`config.mk`:
```
export PLATFORM = sky130hd
export DESIGN_NAME = led_sched_flat
export DESIGN_NICKNAME = d
export VERILOG_FILES = /design/src/rtl/led_sched_if.sv /design/src/rtl/led_sched.sv /design/src/flat_wrapper.sv
export SDC_FILE = /design/constraint.sdc
export NUM_CORES = 1
export LEC_CHECK = 0
export CAP_MARGIN = 10
export CORE_MARGIN = 2
export CORE_UTILIZATION = 35
export CTS_CLUSTER_SIZE = 24
export DETAILED_ROUTE_END_ITERATION = 16
export PLACE_DENSITY = 0.59
export SLEW_MARGIN = 20
export SYNTH_ARGS = -nofsm -noshare
export SYNTH_HDL_FRONTEND = slang
export SYNTH_SLANG_ARGS = --single-unit
```
`constraint.sdc`:
```
create_clock -name clk -period 3.05 [get_ports clk]
set_input_delay 0.61 -clock clk [delete_from_list [all_inputs] [get_ports clk]]
set_output_delay 0.61 -clock clk [all_outputs]
set_load 0.02 [all_outputs]
```
`src/rtl/led_sched_if.sv`:
```
// Request/grant bundle between the status sources and the LED scheduler.
// The sources drive req/blinks; the scheduler answers with grant/done/led/busy.
interface led_sched_if #(
    parameter int N_REQ = 4,
    parameter int CNT_W = 4
);
    logic [N_REQ-1:0]       req;
    logic [N_REQ*CNT_W-1:0] blinks;
    logic [N_REQ-1:0]       grant;
    logic [N_REQ-1:0]       done;
    logic                   led;
    logic                   busy;

    modport master (
        output req, blinks,
        input  grant, done, led, busy
    );

    modport slave (
        input  req, blinks,
        output grant, done, led, busy
    );
endinterface

```
`src/rtl/led_sched.sv`:
```
// Round-robin owner of the single status LED: grants one requester at a time,
// plays its burst of fixed-length on/off blinks, then pulses done for it.
module led_sched #(
    parameter int N_REQ   = 4,
    parameter int ON_CYC  = 4,
    parameter int OFF_CYC = 4,
    parameter int CNT_W   = 4
) (
    input  logic        clk,
    input  logic        rst,
    led_sched_if.slave  bus
);

    localparam int PTR_W  = (N_REQ > 1) ? $clog2(N_REQ) : 1;
    localparam int PH_MAX = (ON_CYC > OFF_CYC) ? ON_CYC : OFF_CYC;
    localparam int PH_W   = $clog2(PH_MAX + 1);

    localparam logic [PH_W-1:0] ON_LAST  = PH_W'(ON_CYC - 1);
    localparam logic [PH_W-1:0] OFF_LAST = PH_W'(OFF_CYC - 1);

    typedef enum logic [1:0] {
        IDLE = 2'd0,
        ON   = 2'd1,
        OFF  = 2'd2
    } state_t;

    state_t             state_q, state_d;
    logic [PTR_W-1:0]   ptr_q, ptr_d;
    logic [PTR_W-1:0]   owner_q, owner_d;
    logic [CNT_W-1:0]   remaining_q, remaining_d;
    logic [PH_W-1:0]    phase_q, phase_d;
    logic [N_REQ-1:0]   grant_q, grant_d;
    logic [N_REQ-1:0]   done_q, done_d;

    logic [CNT_W-1:0]   counts [N_REQ];
    logic [N_REQ-1:0]   eligible;
    logic               win_found;
    logic [PTR_W-1:0]   win_idx;

    // Index base+offset, wrapped into 0..N_REQ-1 (N_REQ need not be a power of two).
    function automatic logic [PTR_W-1:0] rr_index(input logic [PTR_W-1:0] base, input int offset);
        int s;
        s = int'(base) + offset;
        if (s >= N_REQ) s = s - N_REQ;
        return s[PTR_W-1:0];
    endfunction

    // A zero-count request is masked so it can never hold the LED for nothing.
    always_comb begin
        for (int i = 0; i < N_REQ; i++) begin
            counts[i]   = bus.blinks[i*CNT_W +: CNT_W];
            eligible[i] = bus.req[i] && (counts[i] != '0);
        end
    end

    // Scan from the farthest offset down so the closest eligible index at or after ptr wins.
    always_comb begin
        win_found = 1'b0;
        win_idx   = '0;
        for (int k = N_REQ - 1; k >= 0; k--) begin
            if (eligible[rr_index(ptr_q, k)]) begin
                win_found = 1'b1;
                win_idx   = rr_index(ptr_q, k);
            end
        end
    end

    // NOTE: state is updated with non-blocking assignments only, so every flop
    // samples the pre-edge values and process order cannot change the result.
    always_ff @(posedge clk) begin
        if (rst) begin
            state_q     <= IDLE;
            ptr_q       <= '0;
            owner_q     <= '0;
            remaining_q <= '0;
            phase_q     <= '0;
            grant_q     <= '0;
            done_q      <= '0;
        end else begin
            state_q     <= state_d;
            ptr_q       <= ptr_d;
            owner_q     <= owner_d;
            remaining_q <= remaining_d;
            phase_q     <= phase_d;
            grant_q     <= grant_d;
            done_q      <= done_d;
        end
    end

    // NOTE: every variable gets a default at the top of the block; without it a
    // path that skips an assignment would infer a latch.
    always_comb begin
        state_d     = state_q;
        ptr_d       = ptr_q;
        owner_d     = owner_q;
        remaining_d = remaining_q;
        phase_d     = phase_q;
        grant_d     = grant_q;
        done_d      = '0;

        unique case (state_q)
            IDLE: begin
                if (win_found) begin
                    state_d          = ON;
                    owner_d          = win_idx;
                    remaining_d      = counts[win_idx];
                    phase_d          = '0;
                    grant_d          = '0;
                    grant_d[win_idx] = 1'b1;
                end
            end

            ON: begin
                if (phase_q == ON_LAST) begin
                    phase_d = '0;
                    state_d = OFF;
                end else begin
                    phase_d = phase_q + 1'b1;
                end
            end

            OFF: begin
                if (phase_q == OFF_LAST) begin
                    phase_d     = '0;
                    remaining_d = remaining_q - 1'b1;
                    // Last blink of the burst: release the LED and hand the pointer on.
                    if (remaining_q == CNT_W'(1)) begin
                        state_d         = IDLE;
                        grant_d         = '0;
                        done_d[owner_q] = 1'b1;
                        ptr_d           = rr_index(owner_q, 1);
                    end else begin
                        state_d = ON;
                    end
                end else begin
                    phase_d = phase_q + 1'b1;
                end
            end

            default: begin
                state_d = IDLE;
                grant_d = '0;
            end
        endcase
    end

    always_comb begin
        bus.grant = grant_q;
        bus.done  = done_q;
        bus.led   = (state_q == ON);
        bus.busy  = (state_q != IDLE);
    end

endmodule
```
`src/flat_wrapper.sv`:
```
// flat-port wrapper written by rule: the top's interface ports become plain ports
module led_sched_flat 
#(
    parameter int N_REQ   = 4,
    parameter int ON_CYC  = 4,
    parameter int OFF_CYC = 4,
    parameter int CNT_W   = 4
)
  (clk, rst, bus_req, bus_blinks, bus_grant, bus_done, bus_led, bus_busy);
  led_sched_if #(.N_REQ(N_REQ), .CNT_W(CNT_W)) bus_i ();
  input  logic clk;
  input  logic rst;
  input wire logic [$bits(bus_i.req)-1:0] bus_req;
  input wire logic [$bits(bus_i.blinks)-1:0] bus_blinks;
  output wire logic [$bits(bus_i.grant)-1:0] bus_grant;
  output wire logic [$bits(bus_i.done)-1:0] bus_done;
  output wire logic [$bits(bus_i.led)-1:0] bus_led;
  output wire logic [$bits(bus_i.busy)-1:0] bus_busy;
  assign bus_i.req = bus_req;
  assign bus_i.blinks = bus_blinks;
  assign bus_grant = bus_i.grant;
  assign bus_done = bus_i.done;
  assign bus_led = bus_i.led;
  assign bus_busy = bus_i.busy;
  led_sched #(.N_REQ(N_REQ), .ON_CYC(ON_CYC), .OFF_CYC(OFF_CYC), .CNT_W(CNT_W)) u_core (.clk(clk), .rst(rst), .bus(bus_i));
endmodule
```
**Yosys cells after proc, flatten, opt, wreduce, memory -nomap -nowiden**

Cells that the tools add are included.

- Register bits after elaboration: 21

- Eq/ne operators: 8
- Bitwise operators: 5
- Muxes and demuxes: 43
- Add/subtract/negate cells: 11
- $lt $le $gt $ge: 14
- Reduce and logical (&&, ||, !) cells: 22

Operator list:

| cell | count |
|---|---|
| 2-to-1 mux 4 bit | 7 |
| 2-to-1 mux 2 bit | 12 |
| less-than comparator 2 x 3 -> 1 bit, second input constant | 6 |
| nonzero test 4 bit | 4 |
| >= comparator 3 bit, second input constant | 5 |
| case mux 4 bit (3 select lines) | 1 |
| 2-to-1 mux 1 bit | 11 |
| subtractor 2 x 1 -> 2 bit, second input constant | 5 |
| AND reduction 3 bit | 3 |
| binary-select mux 1 bit (select 2 bit) | 4 |
| binary-select mux 4 bit (select 2 bit) | 1 |
| inequality test 2 x 1 -> 1 bit, second input constant | 4 |
| case mux 4 bit (2 select lines) | 1 |
| adder 2 x 1 -> 3 bit, second input constant | 2 |
| adder 2 x 2 -> 3 bit, second input constant | 2 |
| logical AND 1 bit | 6 |
| 2-to-1 mux 3 bit | 2 |
| case mux 2 bit (3 select lines) | 1 |
| case mux 3 bit (2 select lines) | 1 |
| nonzero test 2 bit | 3 |
| demux 1 bit (select 2 bit) | 2 |
| == test 4 x 1 -> 1 bit, second input constant | 1 |
| >= comparator 2 x 1 -> 1 bit, second input constant | 2 |
| inverter 1 bit | 4 |
| other kinds (12) | 13 |

**Depth between registers and ports, before layout**

Gate-level depths: netlist of run 1.

- Depth after elaboration: 15
- Gate-level depth with buffers: 9
- Gate-level depth less buffers: 8

**Worst setup path before layout of run 1**

No wires, ideal clock.

- Path type: in2reg
- Start point: in bus_blinks[5]
- End point: reg u_core.grant_q[3] (netlist: u_core.bus.grant[3])
- Data required time: 2,980 ps
- Setup slack: 411 ps
- Arrival: 2,569 ps
- Setup time: 70 ps
- Cell stages on the path: 5
- Cell sequence: or4_1 > a222oi_1 > o21ai_1 > or4_1 > a21oi_1

- Word-level cells in the longest chain between the ends: 14
- Elaborated cells on any way between the ends: 27
- Classes of those cells: 2 x order compare; 1 x eq/ne; 20 x mux; 4 x reduce/logical

Ends and longest elaborated chain:

| item | line | RTL |
|---|---|---|
| from (decl) | flat_wrapper.sv:14 | `input wire logic [$bits(bus_i.blinks)-1:0] bus_blinks;` |
| nonzero test 4 bit * | led_sched.sv:52 | `eligible[i] = bus.req[i] && (counts[i] != '0);` |
| logical AND 1 bit * | led_sched.sv:52 |  |
| binary-select mux 1 bit (select 2 bit) | led_sched.sv:61 | `if (eligible[rr_index(ptr_q, k)]) begin` |
| 2-to-1 mux 1 bit (implied by the code) | led_sched.sv:61 |  |
| 2-to-1 mux 2 bit (4 in series) | led_sched.sv:61 |  |
| less-than comparator 2 x 3 -> 1 bit (implied by the code) / >= comparator 2 x 1 -> 1 bit (equally long branches) | led_sched.sv:109 | `grant_d[win_idx] = 1'b1;` |
| logical AND 1 bit (implied by the code) | led_sched.sv:109 |  |
| 2-to-1 mux 1 bit (implied by the code) | led_sched.sv:109 |  |
| demux 1 bit (select 2 bit) | -- |  |
| 2-to-1 mux 4 bit | led_sched.sv:103 | `if (win_found) begin` |
| case mux 4 bit (3 select lines) | led_sched.sv:101 | `unique case (state_q)` |
| to (signal assigned) | led_sched.sv:85 | `grant_q <= grant_d;` |
| to (decl) | led_sched.sv:32 | `logic [N_REQ-1:0] grant_q, grant_d;` |

Every way passes the cells marked *; elsewhere a longest branch is shown, timed or not. The select of a mux whose other input is x is not followed.
A chain may end at the register's enable or synchronous reset.

**Final worst setup path of run 1**

- Start point: in bus_blinks[5]
- End point: reg u_core.remaining_q[2]

- Word-level cells in the longest chain between the ends: 14
- Elaborated cells on any way between the ends: 26
- Classes of those cells: 1 x eq/ne; 21 x mux; 1 x bitwise; 3 x reduce/logical

Ends and longest elaborated chain:

| item | line | RTL |
|---|---|---|
| nonzero test 4 bit * | led_sched.sv:52 |  |
| logical AND 1 bit * | led_sched.sv:52 |  |
| binary-select mux 1 bit (select 2 bit) | led_sched.sv:61 |  |
| 2-to-1 mux 1 bit (implied by the code) | led_sched.sv:61 |  |
| 2-to-1 mux 2 bit (4 in series) | led_sched.sv:61 |  |
| inverter 2 -> 3 bit (implied by the code) | led_sched.sv:106 | `remaining_d = counts[win_idx];` |
| binary-select mux 4 bit (select 2 bit) | led_sched.sv:106 |  |
| 2-to-1 mux 4 bit (implied by the code) (2 in series) | led_sched.sv:106 |  |
| 2-to-1 mux 4 bit | led_sched.sv:103 |  |
| case mux 4 bit (2 select lines) | led_sched.sv:101 |  |
| to (signal assigned) | led_sched.sv:83 | `remaining_q <= remaining_d;` |
| to (decl) | led_sched.sv:30 | `logic [CNT_W-1:0] remaining_q, remaining_d;` |

Marked as above.

==> results.tsv, run 1 <==
metric	value	unit
outcome	finished clean	
NetSw	224.1	µW
R2R depth	7	
WS Path Type	input pin to register	
crit-path max cell delay	0.52	ns
Die ar.	4336	µm²
most common cell after layout, fill and taps aside	clkdlybuf4s50_1	
flop-to-flop setup slack	0.72	ns
clock share of power	0.255	
Peak Freq	348.1	MHz
RSZ-0062 raised after global routing	false	
RePlAce Congestion	0.8587	
fraction of layout instances using a drive strength above 1	0.1226	
Pint	498.5	µW
Max transition margin	0.6594	
# IOs	32	
share of the yosys chip area belonging to registers	0.3140	
flops & latches, synth	21	
number of global-route vias before repair	1338	
XOR/XNOR share of the synthesized area	0	
Vert. Die Dim	65.85	µm
Netlist Area Pre-Place	1339	µm²
Critical-path top delay cell	or4_1	
Req. time, crit path	3.23	ns
initial antenna violation count	0	
Unique masters post-synth	42	
crit path DAT	3.05	ns
worst reg2reg startpoint	u_core.state_q[1]	
Critical Path Fanout Max	4	
CTS Sinks	21	
largest net degree at the start of global routing	19	
Inst Count DP	256	
largest family of logic cells by synthesized area	compound AO/OA/AOI/OAI gates	
Hold Path Depth	2	
Compound-Gate Fraction of Synth Area	0.2785	
Pwr Total	722.7	µW
Least-Margin Pin Slew	0.5063	ns
register area	420.4	µm²
Initial DRC Count	76	
cts bufs inserted	3	
Final Net Count	246	
Synth Flop Type	dfxtp_1	
Gate power share	0.320	
CTS tree	done	
Max Slew Vio Count	0	
cts repair resizes	0	
Die X	65.85	µm
Hold Buf Count CTS	0	
Vias per Instance	5.292	
Placeable Area	3661	µm²
DRC Markers	0	
Post-synth EDFFs	0	
Area Overhead vs Synth	41.59	%
first-pass GRT wire length	6182	µm
P per Cell Area	381.2	nW/µm²
most frequent cells in the layout	clkdlybuf4s50_1 (31), dfxtp_1 (21), nand2_1 (19)	
CP Launch Type	input pin	
Initial Utilization	0.3657	
# Post-CTS Setup Buffers	0	
Seq pwr share	0.425	
DP HPWL	2936	µm
area of the multi-input gates	858.3	µm²
vias post-DR	1376	
Critical Path End Type	register	
Synthesis Warnings	0	
Crit. Startpoint	bus_blinks[5]	
Hold WC Path Type	register to register	
Layout fillers	352	
cell family with most CP delay	compound AO/OA/AOI/OAI gates	
Critical R2R Capture	u_core.bus.grant[3]	
number of inserted diodes	0	
overflow left after global routing	0	
Final Hold Vio Count	0	
Finished Layout Cells	260	
max_cap viols	0	
Tmin final	2.872	ns
Syn Area/Cell	8.264	µm²
Worst-Skew Late Latency	0.26	ns
Peak VDD IR	0.1849	mV
mean routed wirelength per cell	14.46	µm
GRT Util Overall	0.1849	
Synth Net Count	195	
total wire length	3760	µm
skew final	0.004077	ns
Hold Startpoint	u_core.bus.grant[1]	
H-tree depth	1	
TritonRoute pass-1 iters	5	
Synth Area in Adders	0.1028	
Max clock buf depth	2	
simple logic cell fraction of the synthesized area	0.2224	
CTS root buffer	clkbuf_8	
post-synthesis mux area share	0.03738	
fraction of the cycle the final worst path needs	0.9417	
Hold Path Sink	u_core.bus.grant[1]	
P_leak	0.7506	nW
Async S/R FF share, synth	0	
Buffers & Inverters on Critical Path	2	
crit-path cells	clkdlybuf4s50_1 > or4_1 > a222oi_1 > buf_4 > o21a_2 > nand2_1 > a311o_1 > a311oi_1	
Port Buf Inserts	31	
Cells after Synth	162	
post-route ant nets	0	
Final setup violation count	0	
switching share of power	0.3101	
Cell Rows	22	
clk slew on worst S/H paths	0.08	ns
[tightest hold or removal path: cells and delay by family, from the launching register on]
kind | cells | cell delay [ns]
simple gates | 1 | 0.05
flops | 1 | 0.31
compound gates | 1 | 0.06
[worst max path at each step]
stage                             to  slack [ns]  cells past startpoint
3_3_place_gp   u_core.remaining_q[2]       -0.03                      8
3_5_place_dp   u_core.remaining_q[2]       -0.12                      8
2_1_floorplan    u_core.bus.grant[3]        0.41                      5
4_1_cts        u_core.remaining_q[2]        0.17                      8
6_report       u_core.remaining_q[2]        0.18                      8
5_1_grt        u_core.remaining_q[2]        0.05                      8
[cell usage after synthesis (2+ instances only)]
master | number | area share
dfxtp_1 | 21 | 0.31
nand2_1 | 19 | 0.053
a21oi_1 | 13 | 0.049
inv_1 | 12 | 0.034
ha_1 | 11 | 0.10
nor2_1 | 11 | 0.031
mux2i_1 | 5 | 0.037
a211oi_1 | 4 | 0.022
and2_1 | 4 | 0.019
o21ai_0 | 4 | 0.015
clkbuf_1 | 3 | 0.0084
nand3_1 | 3 | 0.011
nand3b_1 | 3 | 0.017
nor3b_1 | 3 | 0.017
o2111ai_1 | 3 | 0.020
o211a_1 | 3 | 0.022
o211ai_1 | 3 | 0.017
o41ai_1 | 3 | 0.020
or3_1 | 3 | 0.014
or4_1 | 3 | 0.017
a211o_1 | 2 | 0.013
a31oi_1 | 2 | 0.0093
nor2b_1 | 2 | 0.0093
nor4_1 | 2 | 0.0093
o21bai_1 | 2 | 0.011
o41a_1 | 2 | 0.017
[logic make-up (layout without fill, tap and decap cells)]
| kind of cell | after synthesis | in the layout |
|---|---|---|
| compound gates | 51 | 51 |
| buf+inv | 16 | 66 |
| flops | 21 | 21 |
| mux | 5 | 5 |
| simple gates | 58 | 58 |
| fa+ha+maj | 11 | 11 |
[sequential cells by signal, indices dropped and copies added, names as in the netlist]
signal,count
u_core.ptr_q,2
u_core.bus.done,4
u_core.phase_q,3
u_core.bus.grant,4
u_core.owner_q,2
u_core.state_q,2
u_core.remaining_q,4
[metal layers]
layer	track usage	share of wire
met4	0.06250	0.011
met5	0	0
met1	0.2368	0.46
met2	0.3043	0.45
met3	0.04259	0.080
[stage by stage]
| step | util | cell area [µm²] | hold slack (ns) | setup TNS (ns) | setup WS (ns) |
|---|---|---|---|---|---|
| 2_1_floorplan | - | 1339 | 0.4356 | 0 | 0.4109 |
| 3_3_place_gp | 0.5051 | 1849 | 0.4427 | -0.03019 | -0.03019 |
| 3_5_place_dp | 0.5051 | 1849 | 0.4445 | -0.2313 | -0.1209 |
| 4_1_cts | 0.5178 | 1896 | 0.4656 | 0 | 0.1748 |
| 5_1_grt | 0.5178 | 1896 | 0.4846 | 0 | 0.04747 |
| 6_report | 0.5178 | 1896 | 0.4659 | 0 | 0.1777 |
[final cells by class]
type,count,share of cell area
multi-input cells,125,0.4528
repair buffers,50,0.2455
flip-flops and latches,21,0.2218
well taps,48,0.03168
inverters,12,0.02376
clock buffers,3,0.02178
clock inverters,1,0.002640
[power by group through the flow]
stage                     Sequential (mW)  Combinational, mW  Clock [mW]
after floorplan                     0.314              0.127           0
after global placement              0.312              0.228           0
after detailed placement            0.313              0.229           0
after CTS                           0.307              0.232       0.191
after global routing                0.310              0.257       0.204
final                               0.307              0.231       0.184
Power figures use the tool's default switching activity.
==> run 2, diff against run 1 <==
--- a/config.mk
+++ b/config.mk
@@ -9,6 +9,6 @@
 export CORE_MARGIN = 2
-export CORE_UTILIZATION = 35
+export CORE_UTILIZATION = 49
 export CTS_CLUSTER_SIZE = 24
 export DETAILED_ROUTE_END_ITERATION = 16
-export PLACE_DENSITY = 0.59
+export PLACE_DENSITY = 0.78
 export SLEW_MARGIN = 20
==> constraint.sdc (replaced) <==
create_clock -name clk -period 3.05 [get_ports clk]
set_input_delay 0.915 -clock clk [delete_from_list [all_inputs] [get_ports clk]]
set_output_delay 0.915 -clock clk [all_outputs]
set_load 0.02 [all_outputs]
==> run 2 against run 1 <==
Effect of this change:
- power fell by 2.8%
- setup slack worse by 0.099 ns
- register-to-register slack worse by 0.05 ns
- clock-buffer cell count unchanged
- first-iteration DRC count fell by 32%
- global-route usage grew 7.5 points
- cell area increased by 7.7%
- non-clock buffer count is 18 higher
- clock skew decreased by 0.00087 ns
- die area is 27% lower
- largest cell class unchanged
- largest power group unchanged
==> results.tsv, run 2 (synthesized netlist as in run 1, its figures left out) <==
metric	value	unit	change
R2R depth	7		unchanged
# IOs	32		unchanged
Pwr Total	702.4	µW	-2.8%
initial antenna violation count	0		unchanged
post-route ant nets	0		unchanged
Vias per Instance	5.900		+11%
Final Hold Vio Count	0		unchanged
first-pass GRT wire length	6630	µm	+7.2%
fraction of layout instances using a drive strength above 1	0.2217		+0.09910
P_leak	0.8917	nW	+19%
max_cap viols	0		unchanged
Hold Path Depth	2		unchanged
Critical R2R Capture	u_core.bus.grant[3]		
CTS root buffer	clkbuf_4		
Setup TNS	0	ns	unchanged
Hold Path Sink	u_core.bus.grant[3]		
Req. time, crit path	3.27	ns	+0.04 ns
WS Path Type	input pin to register		
DP HPWL	3062	µm	+4.3%
Max transition margin	0.5504		-0.1090
DRC Markers	0		unchanged
post-layout util	0.8090		+0.2913
crit path DAT	3.19	ns	+0.14 ns
most common cell after layout, fill and taps aside	buf_4		
Vert. Die Dim	56.27	µm	-15%
Hold Startpoint	u_core.bus.grant[3]		
Port Buf Inserts	31		unchanged
Finished Layout Cells	260		unchanged
Worst-Skew Late Latency	0.30	ns	+0.04 ns
CP Launch Type	input pin		
Layout fillers	159		-55%
Final setup violation count	0		unchanged
overflow left after global routing	0		unchanged
Area Overhead vs Synth	52.43	%	
fraction of the cycle the final worst path needs	0.9742		+0.03241
Hold WC Path Type	register to register		
TritonRoute pass-1 iters	4		-1
Max Slew Vio Count	0		unchanged
CTS Sinks	21		unchanged
RePlAce Congestion	0.8789		+2.4%
Initial Utilization	0.5308		+0.1651
Final Net Count	264		+7.3%
Die ar.	3166	µm²	-27%
Tmin final	2.971	ns	+0.09885 ns
cts bufs inserted	3		unchanged
WHS	0.4660	ns	+0.00007500 ns
Critical Path Fanout Max	3		-1
Critical Path End Type	register		
Peak Freq	336.6	MHz	-3.3%
Max clock buf depth	2		unchanged
CTS tree	done		
Inst Count DP	255		-0.39%
flop-to-flop setup slack	0.67	ns	-0.05 ns
most frequent cells in the layout	buf_4 (36), clkdlybuf4s50_1 (26), dfxtp_1 (21)		
Hold Buf Count CTS	0		unchanged
worst reg2reg startpoint	u_core.state_q[0]		
total wire length	4069	µm	+8.2%
mean routed wirelength per cell	15.65	µm	+8.2%
clk slew on worst S/H paths	0.12	ns	+0.04 ns
largest net degree at the start of global routing	18		-1
Cell Rows	18		-18%
Die X	56.27	µm	-15%
Placeable Area	2522	µm²	-31%
number of inserted diodes	0		unchanged
Initial DRC Count	52		-32%
vias post-DR	1534		+11%
GRT Util Overall	0.2600		+0.07507
number of global-route vias before repair	1498		+12%
outcome	finished clean		
H-tree depth	1		unchanged
Least-Margin Pin Slew	0.6682	ns	+0.1620 ns
P per Cell Area	344.2	nW/µm²	-9.7%
Peak VDD IR	0.2822	mV	+53%
skew final	0.003209	ns	-0.0008674 ns
run 2: timing repair:
action	in CTS	in global routing
buffers inserted	1	0
pin swaps	1	4
endpoints found under the setup margin	3	5
gates resized for setup	2	11
run 2: area by class of cell:
class / instances / area (µm²) / area share
Inverter: 12 / 45.04 / 0.02207
Multi-Input combinational cell: 125 / 897.1 / 0.4396
Timing Repair Buffer: 68 / 613.1 / 0.3004
Clock buffer: 3 / 22.52 / 0.01104
Tap cell: 30 / 37.54 / 0.01839
Sequential cell: 21 / 420.4 / 0.2060
Clock inverter: 1 / 5.005 / 0.002452
run 2: worst max path at each step:
stage	slack [ns]	start	to	cells past startpoint
2_1_floorplan	0.11	bus_blinks[5]	u_core.bus.grant[3]	5
3_3_place_gp	-0.28	bus_blinks[5]	u_core.remaining_q[2]	10
3_5_place_dp	-0.38	bus_blinks[4]	u_core.remaining_q[2]	8
4_1_cts	0.02	bus_blinks[4]	u_core.remaining_q[2]	9
5_1_grt	-0.004	bus_blinks[5]	u_core.remaining_q[2]	10
6_report	0.08	bus_blinks[5]	u_core.remaining_q[2]	9
run 2: per-stage QoR:
stage | worst slack [ns] | instance area (µm²)
after CTS | 0.02074 | 2004
final | 0.07882 | 2041
after floorplan | 0.1059 | 1339
after detailed placement | -0.3753 | 1954
after global routing | -0.003664 | 2041
after global placement | -0.2837 | 1954
run 2: critical path, cell delays in order:
cell             delay (ns)
clkdlybuf4s50_1        0.43
or4_1                  0.43
a222oi_1               0.36
buf_4                  0.19
buf_4                  0.11
o211a_1                0.16
a211oi_2               0.04
a311o_1                0.31
a311oi_1               0.25
run 2: report_power, final:
part           total, mW  switching, mW  internal, mW  leakage, nW
logic              0.260          0.126         0.134        0.703
registers          0.308         0.0156         0.292        0.171
clock network      0.135         0.0858        0.0489       0.0177
total              0.702          0.227         0.475        0.892
run 2: per-layer routing:
layer | up-vias | GRT usage | wire, µm
met3 | 8 | 0.05991 | 270
met2 | 64 | 0.4471 | 1995
met1 | 724 | 0.3209 | 1758
met5 | - | 0 | 0
li1 | 738 | - | -
met4 | 0 | 0.08163 | 44
